<file path="src/rtl/regbank_2r1w.sv">
// 32 x 32-bit register bank: one write port and two registered read ports (S, T).
// Register 0 reads as zero; a same-edge write is forwarded to either read port.
module regbank_2r1w #(
  parameter int DATA_W = 32,
  parameter int ADDR_W = 5
) (
  input  logic              clk,
  input  logic              reset,
  input  logic              we,
  input  logic [ADDR_W-1:0] waddr,
  input  logic [DATA_W-1:0] wdata,
  input  logic              re_s,
  input  logic [ADDR_W-1:0] raddr_s,
  output logic [DATA_W-1:0] rdata_s,
  output logic              rvalid_s,
  input  logic              re_t,
  input  logic [ADDR_W-1:0] raddr_t,
  output logic [DATA_W-1:0] rdata_t,
  output logic              rvalid_t
);

  localparam int DEPTH = 2 ** ADDR_W;

  logic [DATA_W-1:0] r_mem [DEPTH];
  logic [DATA_W-1:0] r_rdata_s;
  logic [DATA_W-1:0] r_rdata_t;
  logic              r_rvalid_s;
  logic              r_rvalid_t;
  logic [DATA_W-1:0] w_next_s;
  logic [DATA_W-1:0] w_next_t;
  logic              w_wr_en;

  assign w_wr_en = we && (waddr != '0);

  // Forwarding lets a read see the write landing on the same edge.
  always_comb begin
    w_next_s = r_mem[raddr_s];
    if (raddr_s == '0)
      w_next_s = '0;
    else if (w_wr_en && (waddr == raddr_s))
      w_next_s = wdata;
  end

  always_comb begin
    w_next_t = r_mem[raddr_t];
    if (raddr_t == '0)
      w_next_t = '0;
    else if (w_wr_en && (waddr == raddr_t))
      w_next_t = wdata;
  end

  always_ff @(posedge clk or negedge reset) begin
    if (!reset) begin
      for (int i = 0; i < DEPTH; i++)
        r_mem[i] <= '0;
    end else if (w_wr_en) begin
      r_mem[waddr] <= wdata;
    end
  end

  always_ff @(posedge clk or negedge reset) begin
    if (!reset) begin
      r_rdata_s  <= '0;
      r_rvalid_s <= 1'b0;
    end else begin
      r_rvalid_s <= re_s;
      if (re_s)
        r_rdata_s <= w_next_s;
    end
  end

  always_ff @(posedge clk or negedge reset) begin
    if (!reset) begin
      r_rdata_t  <= '0;
      r_rvalid_t <= 1'b0;
    end else begin
      r_rvalid_t <= re_t;
      if (re_t)
        r_rdata_t <= w_next_t;
    end
  end

  assign rdata_s  = r_rdata_s;
  assign rvalid_s = r_rvalid_s;
  assign rdata_t  = r_rdata_t;
  assign rvalid_t = r_rvalid_t;

endmodule

</file>
<file path="config.mk">
export PLATFORM = sky130hd
export DESIGN_NAME = regbank_2r1w
export DESIGN_NICKNAME = d
export VERILOG_FILES = /design/src/rtl/regbank_2r1w.sv
export SDC_FILE = /design/constraint.sdc
export NUM_CORES = 2
export LEC_CHECK = 0
export BUFFER_PORTS_ARGS = -buffer_cell sky130_fd_sc_hd__buf_2
export CORE_MARGIN = 4
export CORE_UTILIZATION = 55
export DETAILED_ROUTE_END_ITERATION = 10
export PLACE_DENSITY = 0.71
export RECOVER_POWER = 100
export SETUP_SLACK_MARGIN = 0.05
export SLEW_MARGIN = 25
export SYNTH_ARGS = -nofsm -noshare
export SYNTH_HDL_FRONTEND = slang
export SYNTH_SLANG_ARGS = --single-unit
</file>
<file path="constraint.sdc">
create_clock -name clk -period 2.8 [get_ports clk]
set_input_delay 0.14 -clock clk [delete_from_list [all_inputs] [get_ports clk]]
set_output_delay 0.14 -clock clk [all_outputs]
set_load 0.01 [all_outputs]
</file>
==> run metrics <==
site row count 117; Max Fanout on Critical Path 16; clock latency on the worst-skew pair 0.70 ns; Logic pwr share 0.205; max-cap violation count 17; CP endpoint kind register; vias in the first global route 39000; Psw 12.8 mW; TritonRoute pass-1 iters 5; Setup Buffers After CTS 0; die height roughly 330 µm; area of the multi-input gates about 28000 µm²; Final ANT Viol Nets 0; hold violation total from the final report 0; Clk pwr share 0.339; Final setup viols 0; unrepaired setup endpoints after global routing false; Pint 33.8 mW; CP Data Arrival Time 2.94 ns; r2r setup slk ~1 ns; TNS Setup 0 ns; fillcell total 7391; Core Area around 100000 µm²; Sw Ratio 0.274; DRT iter0 DRCs 4107; fmax 423 MHz; Leak 26.8 nW; CTS root buffer clkbuf_16; via count approximately 37000; PostCTS Resize Cnt 0; Worst Setup SP we; IO Count 118; minimum clock period 2.37 ns; WHS Path Cells 2; Port-buffer cells approximately 120; Die Wd 330 µm; WL/cell 35.1 µm; skew final ~0.023 ns; Placer Congestion 0.851; dpl hpwl 108000 µm; R2R Path Start r_mem[792]$_DFFE_PN0P_; Num CTS Buffers 114; synth warn 0; CTS tree yes; outcome finished, violations left; Residual DRC 0; Area growth syn-to-layout 10.7%; fraction of layout cells with a size suffix above 1 0.521; Post-layout nets 3656; Sequential Power Share 0.456; Clock transition at path regs 0.06 ns; Avg Inst Size Synth 15.8 µm²; WL final 178000 µm; synthesized area ~57000 µm²; Worst slew margin -0.345; sequential area share after synthesis 0.478; commonest cells after routing, fill and taps aside dfrtp_1, mux2_2, mux4_2; CTS Buffer Depth 3; Final Total Pwr between 40 and 50 mW; worst-margin pin slew 2.02 ns; synth unique cells 34; GR Overflow Total 0; reg2reg end rdata_s[24]$_DFFE_PN0P_; Max IR drop VDD 0.660 mV; PwrDens 738 nW/µm²; die area 109000 µm²; violated checks capacitance limit, slew limit; vias per cell 7.23; CP Class in -> reg; commonest non-fill, non-tap cell in the layout dfrtp_1; final core utilization 0.617; Post-Syn Instances 3615; H-tree levels 3; Final period util 0.845; largest net degree at the start of global routing roughly 150; clk sinks 1090; crit path launch type input pin; Synth Register Bits around 1100; endpoint of the worst setup timing path r_mem[96]$_DFFE_PN0P_; Register Area 27300 µm²; initial core utilization 0.557; Synthesized Nets 3667; antenna violations before repair 15; Worst Path Required between 3 and 4 ns; Hold Crit Class in -> reg; total global-route track usage 0.332; hold bufs inserted after CTS 4; Reg2Reg Depth 4; Slew Limit Fails 376; first-pass GRT wire length approximately 260000 µm
cells in the mapped netlist:
library cell,number,area share
mux2_2,940,0.19
mux4_2,576,0.23
xor2_1,10,0.0015
nor3_1,1,0.000088
o21ai_0,2,0.00018
nand3_1,2,0.00018
nor3_2,2,0.00035
nor2_1,85,0.0056
nor3_4,1,0.00029
a21o_1,2,0.00026
or2_2,2,0.00022
buf_1,58,0.0038
nor3b_1,3,0.00040
nand2_1,19,0.0013
and3_1,1,0.00011
a2111oi_4,2,0.00097
mux2_1,52,0.010
inv_2,1,0.000066
clkinv_1,64,0.0042
or4_1,2,0.00026
clkbuf_1,229,0.015
buf_2,103,0.0090
buf_4,10,0.0013
o21a_1,2,0.00026
nor2b_1,68,0.0075
a41oi_1,64,0.0098
and2_1,2,0.00022
or3_1,1,0.00011
nand3b_1,3,0.00040
dfrtp_1,1090,0.48
o221ai_1,64,0.0098
a211o_1,2,0.00031
buf_6,24,0.0047
a22o_1,128,0.020
cell families (layout without fill, tap and decap cells):
| group | Yosys count | in the layout | synth area share |
|---|---|---|---|
| flip-flops | 1090 | 1090 | 0.478 |
| AO/OA/AOI/OAI | 266 | 266 | 0.0413 |
| multiplexers | 1568 | 1568 | 0.424 |
| buffers and inverters | 489 | 568 | 0.0383 |
| other | 0 | 11 | 0 |
| AND/OR/NAND/NOR | 192 | 192 | 0.0169 |
| XOR/XNOR | 10 | 10 | 0.00154 |
power by group through the flow:
stage	combinational, mW	sequential [mW]	clock, mW
global route	10.2	21.5	16.6
detailed placement	9.56	21.4	0
global placement	9.22	21.0	0
CTS	9.62	21.1	15.9
finish	9.53	21.3	15.8
floorplan	7.08	20.5	0
layout make-up:
type                            count  area share
Multi-Input combinational cell   2036       0.439
Sequential cell                  1090       0.432
Clock buffer                      165      0.0524
Timing Repair Buffer              297      0.0360
Tap cell                         1368      0.0271
Clock inverter                     41     0.00888
Inverter                           65     0.00387
Antenna cell                       11    0.000436
stage by stage:
step / instance area (µm²) / instances / setup WS, ns / hold slack (ns)
CTS: 63500 / 5062 / 1.01 / 0.0381
floorplan: 57000 / 3615 / 0.872 / -0.156
global route: 63100 / 5068 / 0.454 / 0.0880
finish: 63100 / 5073 / 0.433 / 0.0776
global placement: 59600 / 4851 / 0.415 / 0.0476
detailed placement: 59600 / 4852 / 0.371 / 0.0456
critical path: stages:
cell	delay [ns]
clkbuf_1	0.22
inv_1	0.18
or3_1	0.58
nor2_4	0.17
clkbuf_1	1.19
mux2_2	0.43
registers in the layout (all words and copies together) (netlist names):
| register | count |
|---|---|
| r_mem | 1024 |
| rvalid_s | 1 |
| rdata_s | 32 |
| rvalid_t | 1 |
| rdata_t | 32 |
per-layer routing:
metal	GRT usage	part of all wire	up-vias	routed length, µm
met5	0	0.00019	-	33
met4	0.172	0.059	4	10500
met3	0.0741	0.093	595	16600
met2	0.515	0.47	2101	83900
met1	0.445	0.38	19900	67000
li1	-	-	14100	-
worst min path at each step:
stage / from / end
2_1_floorplan: reset / r_mem[0]$_DFFE_PN0P_
3_3_place_gp: reset / r_mem[694]$_DFFE_PN0P_
3_5_place_dp: reset / r_mem[694]$_DFFE_PN0P_
4_1_cts: wdata[17] / r_mem[913]$_DFFE_PN0P_
5_1_grt: wdata[12] / r_mem[940]$_DFFE_PN0P_
6_report: wdata[12] / r_mem[460]$_DFFE_PN0P_
(Power assumes the default switching activity.)
